**src/rtl/unified_mem_arbiter_if.sv**
```systemverilog
// ----------------------------------------------------------------------------
// unified_mem_arbiter_if
// Bus bundle between the pipeline core, the unified memory arbiter and the
// single-port memory model.
//
// Signals:
//   I port : i_req, i_addr (core -> arb); i_rdata, i_ready (arb -> core)
//   D port : d_req, d_we, d_addr, d_wdata (core -> arb); d_rdata, d_ready
//   Memory : mem_en, mem_we, mem_addr, mem_wdata (arb -> mem); mem_rdata
//   Status : busy (arb -> core)
//
// Handshake: a request is a level. The requester raises *_req with stable
// address/we/wdata and holds all of them until it sees the matching *_ready
// pulse, which is high for exactly one cycle. The request may be dropped or
// changed at the clock edge that ends the ready cycle.
//
// Modports:
//   slave  : arbiter side
//   master : core / memory side (used by the testbench)
// ----------------------------------------------------------------------------
interface unified_mem_arbiter_if #(
  parameter int ADDR_W = 32,
  parameter int DATA_W = 32
);
  logic              i_req;
  logic [ADDR_W-1:0] i_addr;
  logic [DATA_W-1:0] i_rdata;
  logic              i_ready;
  logic              d_req;
  logic              d_we;
  logic [ADDR_W-1:0] d_addr;
  logic [DATA_W-1:0] d_wdata;
  logic [DATA_W-1:0] d_rdata;
  logic              d_ready;
  logic              mem_en;
  logic              mem_we;
  logic [ADDR_W-1:0] mem_addr;
  logic [DATA_W-1:0] mem_wdata;
  logic [DATA_W-1:0] mem_rdata;
  logic              busy;

  modport slave (
    input  i_req, i_addr, d_req, d_we, d_addr, d_wdata, mem_rdata,
    output i_rdata, i_ready, d_rdata, d_ready,
    output mem_en, mem_we, mem_addr, mem_wdata, busy
  );

  modport master (
    output i_req, i_addr, d_req, d_we, d_addr, d_wdata, mem_rdata,
    input  i_rdata, i_ready, d_rdata, d_ready,
    input  mem_en, mem_we, mem_addr, mem_wdata, busy
  );
endinterface

```
**src/rtl/unified_mem_arbiter.sv**
```systemverilog
// ----------------------------------------------------------------------------
// unified_mem_arbiter
// Shares one single-port memory between the instruction-fetch port (I) and
// the MEM-stage data port (D). Each transaction walks IDLE -> ACCESS -> RESP:
// arbitration and request latching happen in IDLE, the memory is driven for
// WAIT_STATES+1 cycles in ACCESS, and the winner gets a one-cycle ready in
// RESP. D normally wins conflicts; after STARVE_MAX consecutive D wins over a
// pending I request, I is forced to win once (STARVE_MAX=0: D always wins).
//
// Ports:
//   clk         : rising-edge clock
//   reset       : asynchronous, active-low reset
//   bus         : unified_mem_arbiter_if.slave (I/D ports, memory, busy)
//   o_dbg_state : current FSM state (0=IDLE, 1=ACCESS, 2=RESP)
// ----------------------------------------------------------------------------
module unified_mem_arbiter #(
  parameter int ADDR_W      = 32,
  parameter int DATA_W      = 32,
  parameter int WAIT_STATES = 1,
  parameter int STARVE_MAX  = 4
) (
  input  logic                        clk,
  input  logic                        reset,
  unified_mem_arbiter_if.slave        bus,
  output logic [1:0]                  o_dbg_state
);

  typedef enum logic [1:0] {
    S_IDLE   = 2'd0,
    S_ACCESS = 2'd1,
    S_RESP   = 2'd2
  } state_t;

  localparam int SW = (STARVE_MAX < 1) ? 1 : $clog2(STARVE_MAX + 1);
  localparam logic [SW-1:0]     STARVE_LIM = SW'(STARVE_MAX);
  localparam logic [3:0]        WAIT_INIT  = 4'(WAIT_STATES);
  // Memory is word addressed on a byte bus: bits [1:0] are always zero.
  localparam logic [ADDR_W-1:0] ALIGN_MASK = ~(ADDR_W'(3));

  state_t              r_state;
  state_t              w_next_state;
  logic                r_grant_d;   // 1: D owns the transaction, 0: I
  logic                r_we;
  logic [ADDR_W-1:0]   r_addr;
  logic [DATA_W-1:0]   r_wdata;
  logic [3:0]          r_wait;
  logic [SW-1:0]       r_starve;
  logic [DATA_W-1:0]   r_i_rdata;
  logic [DATA_W-1:0]   r_d_rdata;

  logic                w_any_req;
  logic                w_force_i;
  logic                w_pick_d;

  // Arbitration is only meaningful in IDLE; the latching logic below only
  // consumes w_pick_d there.
  assign w_any_req = bus.i_req | bus.d_req;
  assign w_force_i = (STARVE_MAX != 0) && (r_starve == STARVE_LIM);
  assign w_pick_d  = bus.d_req & ~(bus.i_req & w_force_i);

  // FSM state register
  always_ff @(posedge clk or negedge reset) begin
    if (!reset) begin
      r_state <= S_IDLE;
    end else begin
      r_state <= w_next_state;
    end
  end

  // Next state and state-decoded outputs
  always_comb begin
    w_next_state  = r_state;
    bus.mem_en    = 1'b0;
    bus.mem_we    = 1'b0;
    bus.i_ready   = 1'b0;
    bus.d_ready   = 1'b0;
    bus.busy      = 1'b1;
    case (r_state)
      S_IDLE: begin
        bus.busy = 1'b0;
        if (w_any_req) w_next_state = S_ACCESS;
      end
      S_ACCESS: begin
        bus.mem_en = 1'b1;
        bus.mem_we = r_grant_d & r_we;
        if (r_wait == 4'd0) w_next_state = S_RESP;
      end
      S_RESP: begin
        bus.i_ready  = ~r_grant_d;
        bus.d_ready  = r_grant_d;
        w_next_state = S_IDLE;
      end
      default: begin
        w_next_state = S_IDLE;
      end
    endcase
  end

  // Transaction latch, wait counter, starvation counter and read data
  always_ff @(posedge clk or negedge reset) begin
    if (!reset) begin
      r_grant_d <= 1'b0;
      r_we      <= 1'b0;
      r_addr    <= '0;
      r_wdata   <= '0;
      r_wait    <= 4'd0;
      r_starve  <= '0;
      r_i_rdata <= '0;
      r_d_rdata <= '0;
    end else begin
      case (r_state)
        S_IDLE: begin
          if (w_any_req) begin
            r_grant_d <= w_pick_d;
            r_wait    <= WAIT_INIT;
            if (w_pick_d) begin
              r_we    <= bus.d_we;
              r_addr  <= bus.d_addr & ALIGN_MASK;
              r_wdata <= bus.d_wdata;
              // Count D wins only while I is actually waiting.
              if (bus.i_req && (r_starve != STARVE_LIM)) begin
                r_starve <= r_starve + SW'(1);
              end
            end else begin
              r_we     <= 1'b0;
              r_addr   <= bus.i_addr & ALIGN_MASK;
              r_starve <= '0;
            end
          end
        end
        S_ACCESS: begin
          if (r_wait == 4'd0) begin
            if (!r_grant_d) begin
              r_i_rdata <= bus.mem_rdata;
            end else if (!r_we) begin
              r_d_rdata <= bus.mem_rdata;
            end
          end else begin
            r_wait <= r_wait - 4'd1;
          end
        end
        default: begin
        end
      endcase
    end
  end

  assign bus.mem_addr  = r_addr;
  assign bus.mem_wdata = r_wdata;
  assign bus.i_rdata   = r_i_rdata;
  assign bus.d_rdata   = r_d_rdata;
  assign o_dbg_state   = r_state;

endmodule

```
**src/flat_wrapper.sv**
```systemverilog
// flat-port wrapper written by rule: the top's interface ports become plain ports
module unified_mem_arbiter_flat 
#(
  parameter int ADDR_W      = 32,
  parameter int DATA_W      = 32,
  parameter int WAIT_STATES = 1,
  parameter int STARVE_MAX  = 4
)
  (clk, reset, o_dbg_state, bus_i_req, bus_i_addr, bus_d_req, bus_d_we, bus_d_addr, bus_d_wdata, bus_mem_rdata, bus_i_rdata, bus_i_ready, bus_d_rdata, bus_d_ready, bus_mem_en, bus_mem_we, bus_mem_addr, bus_mem_wdata, bus_busy);
  unified_mem_arbiter_if #(.ADDR_W(ADDR_W), .DATA_W(DATA_W)) bus_i ();
  input  logic clk;
  input  logic reset;
  output logic [1:0] o_dbg_state;
  input wire logic [$bits(bus_i.i_req)-1:0] bus_i_req;
  input wire logic [$bits(bus_i.i_addr)-1:0] bus_i_addr;
  input wire logic [$bits(bus_i.d_req)-1:0] bus_d_req;
  input wire logic [$bits(bus_i.d_we)-1:0] bus_d_we;
  input wire logic [$bits(bus_i.d_addr)-1:0] bus_d_addr;
  input wire logic [$bits(bus_i.d_wdata)-1:0] bus_d_wdata;
  input wire logic [$bits(bus_i.mem_rdata)-1:0] bus_mem_rdata;
  output wire logic [$bits(bus_i.i_rdata)-1:0] bus_i_rdata;
  output wire logic [$bits(bus_i.i_ready)-1:0] bus_i_ready;
  output wire logic [$bits(bus_i.d_rdata)-1:0] bus_d_rdata;
  output wire logic [$bits(bus_i.d_ready)-1:0] bus_d_ready;
  output wire logic [$bits(bus_i.mem_en)-1:0] bus_mem_en;
  output wire logic [$bits(bus_i.mem_we)-1:0] bus_mem_we;
  output wire logic [$bits(bus_i.mem_addr)-1:0] bus_mem_addr;
  output wire logic [$bits(bus_i.mem_wdata)-1:0] bus_mem_wdata;
  output wire logic [$bits(bus_i.busy)-1:0] bus_busy;
  assign bus_i.i_req = bus_i_req;
  assign bus_i.i_addr = bus_i_addr;
  assign bus_i.d_req = bus_d_req;
  assign bus_i.d_we = bus_d_we;
  assign bus_i.d_addr = bus_d_addr;
  assign bus_i.d_wdata = bus_d_wdata;
  assign bus_i.mem_rdata = bus_mem_rdata;
  assign bus_i_rdata = bus_i.i_rdata;
  assign bus_i_ready = bus_i.i_ready;
  assign bus_d_rdata = bus_i.d_rdata;
  assign bus_d_ready = bus_i.d_ready;
  assign bus_mem_en = bus_i.mem_en;
  assign bus_mem_we = bus_i.mem_we;
  assign bus_mem_addr = bus_i.mem_addr;
  assign bus_mem_wdata = bus_i.mem_wdata;
  assign bus_busy = bus_i.busy;
  unified_mem_arbiter #(.ADDR_W(ADDR_W), .DATA_W(DATA_W), .WAIT_STATES(WAIT_STATES), .STARVE_MAX(STARVE_MAX)) u_core (.clk(clk), .reset(reset), .bus(bus_i), .o_dbg_state(o_dbg_state));
endmodule
```
**config.mk**
```make
export PLATFORM = sky130hd
export DESIGN_NAME = unified_mem_arbiter_flat
export DESIGN_NICKNAME = d
export VERILOG_FILES = /design/src/rtl/unified_mem_arbiter_if.sv /design/src/rtl/unified_mem_arbiter.sv /design/src/flat_wrapper.sv
export SDC_FILE = /design/constraint.sdc
export NUM_CORES = 1
export LEC_CHECK = 0
export CAP_MARGIN = 10
export CORE_ASPECT_RATIO = 1.75
export CORE_MARGIN = 4
export CORE_UTILIZATION = 32
export CTS_BUF_LIST = sky130_fd_sc_hd__clkbuf_2
export DETAILED_ROUTE_END_ITERATION = 10
export GPL_TIMING_DRIVEN = 0
export SLEW_MARGIN = 20
export SYNTH_ARGS = -nofsm -noshare
export SYNTH_HDL_FRONTEND = slang
export SYNTH_SLANG_ARGS = --single-unit
```
**constraint.sdc**
```tcl
create_clock -name clk -period 3.7 [get_ports clk]
set_input_delay 0.37 -clock clk [delete_from_list [all_inputs] [get_ports clk]]
set_output_delay 0.37 -clock clk [all_outputs]
set_load 0.05 [all_outputs]
```
==> metrics.md <==
| Metric | Value |
|---|---|
| CTS tree | built |
| Fin Hold WS | between 0.15 and 0.2 ns |
| CP Capture Type | output port |
| Worst setup margin | roughly 0.58 ns |
| Most used DFF post-synth | dfrtp_1 |
| Post-CTS sizing | 0 |
| Row count | 64 |
| Number of placed I/O pins | 268 |
| Die area | just over 0.02 mm2 |
| Reg clk slew, reported paths | around 0.22 ns |
| Yosys reg bits | ~140 |
| Clock share of power | 8.1% |
| Core region area | 0.01762 mm2 |
| DP Worst Slack | about 1.3 ns |
| Ys Warns | 0 |
| WP buf/inv | 3 |
| Initial antenna violation count | 1 |
| Setup Skew | 0.05097 ns |
| Max H-tree Level | 4 |
| Cell Chain, Critical Path | nor2_1 > inv_1 > clkbuf_1 > clkdlybuf4s50_1 |
| Post-layout min period | 3.115 ns |
| Filler Cell Count | approximately 1.6k |
| Area growth, synth to finish | 54.47% |
| Port Buf Inserts | between 200 and 300 |
| CP Class | flip-flop to output port |
| Reg2reg start | u_core.r_wait[0] |
| CP Launch Type | flip-flop |
| Worst Path Arrival | about 2.8 ns |
| Post-route setup TNS | 0 ns |
| Largest fanout on the critical path | 10 |
| Cell Area, Synth | 0.005766 mm2 |
| CP max-delay cell | clkdlybuf4s50_1 |
| RSZ-0062 raised after global routing | false |
| Die X | 109.5 um |
| Remaining global-route overflow | 0 |
| Avg Cell Area, Syn | roughly 13 um2 |
| R2R depth | 7 |
| Initial DRC count | 150 |
| Int Pwr | roughly 4.6 mW |
| Clock buffer depth | 2 |
| Post-synthesis async set-or-reset flop share | between 90% and 100% |
| Worst vdd ir | around 0.43 mV |
| Register area share after synthesis | 59.46% |
| Static Leak | 3.563 nW |
| Root Buffer | clkbuf_2 |
| Net Switching | between 4 and 5 mW |
| Starting density of the core | 32.73% |
| Fin crit share | 84.19% |
| Drt total wl | approximately 18 mm |
| First-pass GRT wire length | ~27 mm |
| DR vias/cell | just under 5 |
| Routed Antenna Nets | 0 |
| Endpoints failing setup | 0 |
| Slew Limit Fails | 0 |
| TritonCTS Buffers | 17 |
| Status | finished clean |
| Max-cap violations | 0 |
| Switching Fraction | 50.82% |
| HP Class | input port to asynchronous set/reset pin |
| Reg power frac | 28.3% |
| Worst slew pin tran | between 0.5 and 0.6 ns |
| FF+latch area | 0.003428 mm2 |
| Worst R2R End | u_core.bus.i_rdata[8] |
| Cell variety after synth | 35 |
| Die height | between 150 and 200 um |
| Worst skew pair latency | between 0.6 and 0.7 ns |
| Slew HR | between 60% and 70% |
| Fin. Hold Viols | 0 |
| Area of the multi-input gates | 0.002132 mm2 |
| Setup slack, reg-to-reg | around 1.5 ns |
| GPL Wtd Cong | between 0.8 and 0.9 |
| Vias in the first global route | between 5k and 6k |
| Nets@finish | 868 |
| Combinational fraction of design power | a little under two thirds |
| Synthesized instance count | ~450 |
| DRC Markers | 0 |
| Pwr dens | between 1000 and 1500 mW/mm2 |
| Drt first pass iters | 4 |
| WL per Instance | approximately 18 um |
| Worst EP required | approximately 3.3 ns |
| Max incr delay on CP | 0.90 ns |
| Post-synth EDFFs | 0 |
| Via Count | 4772 |
| Layout cells sized above 1 | 17.77% |
| Highest clock rate | ~320 MHz |
| Hpwl dp | about 14 mm |
| GRT Overall Usage | ~18% |
| CTS Sinks | 137 |
| Largest net degree at the start of global routing | 83 |
| Total power | ~9.4 mW |
| CP top delay family | buffers and inverters |
through the flow:
stage | area [um2] | util (%) | cells
2_1_floorplan | 5769 | - | 449
3_3_place_gp | 8661 | 49.16 | 940
3_5_place_dp | 8693 | 49.35 | 941
4_1_cts | 8901 | 50.53 | 974
5_1_grt | 8904 | 50.54 | 975
6_report | 8906 | 50.55 | 976
power by group through the flow:
| stage | registers [mW] | clock network [mW] | logic, mW |
|---|---|---|---|
| finish | 2.66 | 0.762 | 5.97 |
| floorplan | 5.16 | 0 | 1.39 |
| global placement | 2.66 | 0 | 5.98 |
| global route | 2.76 | 0.883 | 6.26 |
| detailed placement | 2.70 | 0 | 6.03 |
| CTS | 2.67 | 0.817 | 6.04 |
cell families after synthesis:
logic type,Yosys count,synth area share [%]
DFF,137,59.46
muxes,98,19.10
and+or+nand+nor,91,8.985
AOI/OAI and AO/OA,72,7.900
buffers and inverters,45,3.624
adders and majority gates,4,0.8681
other,1,0.06504
cell usage after synthesis (all sizes together) (4+ instances only):
master / number / share of area [%]
dfrtp: 137 / 59
mux2: 96 / 19
nand3: 36 / 3.1
o21ai: 36 / 3.1
nand4: 31 / 3.4
o211ai: 30 / 3.9
clkbuf: 21 / 1.4
buf: 18 / 1.9
nand2: 7 / 0.46
inv: 6 / 0.39
ha: 4 / 0.87
nor2: 4 / 0.26
per-layer routing:
metal	vias to the layer above	share of wire, %	GRT usage, %
met1	2364	35	18.07
met2	171	57	33.06
li1	2216	-	-
met5	-	0	0
met3	21	6.3	4.859
met4	0	2.2	6.890
timing repair:
action,CTS,global route
hold buffers,2,0
endpoints found under the hold margin,126,0
buffers inserted,0,0
how the worst max path moves through the flow:
stage	from	end	slack, ns	cells after the start
6_report	u_core.o_dbg_state[0]	bus_busy	0.58	4
2_1_floorplan	u_core.o_dbg_state[1]	bus_i_ready	1.45	1
3_3_place_gp	reset	u_core.bus.mem_wdata[26]	-3.18	1
3_5_place_dp	bus_i_req	u_core.bus.mem_wdata[26]	1.29	5
5_1_grt	u_core.o_dbg_state[0]	bus_busy	0.30	4
4_1_cts	u_core.o_dbg_state[0]	bus_busy	0.46	4
layout make-up:
cell class,count,area share [%]
Clock inverter,9,0.8710
Timing Repair Buffer,263,29.81
Multi-Input combinational cell,267,23.94
Antenna cell,2,0.05620
Tap cell,231,3.245
Buffer,39,2.093
Sequential cell,137,38.49
Inverter,6,0.2529
Clock buffer,22,1.236
sequential cells by signal (all words and copies together), names as in the netlist:
signal,flops
u_core.o_dbg_state,2
u_core.bus.mem_wdata,32
u_core.r_grant_d,1
u_core.r_starve,3
u_core.bus.mem_addr,30
u_core.bus.i_rdata,32
u_core.r_wait,4
u_core.bus.d_rdata,32
u_core.r_we,1
placed cells by master (no fill, tap or decap), drive strengths merged, types with 4 or more instances in the layout:
cell type	n
nand4	31
mux2	96
nand3	36
dfrtp	137
nand2	7
o21ai	36
o211ai	30
clkbuf	43
inv	6
clkdlybuf4s50	259
clkinv	6
ha	4
buf	20
nor2	4
worst reg2reg max path: stages, from the launching register on:
cell and delay (ns):
dfrtp_1 0.46, inv_1 0.09, ha_1 0.15, or3b_1 0.33, buf_2 0.18, nor3_4 0.28
buf_6 0.22, mux2_1 0.34
No activity file was read; power rests on OpenSTA's default activity.
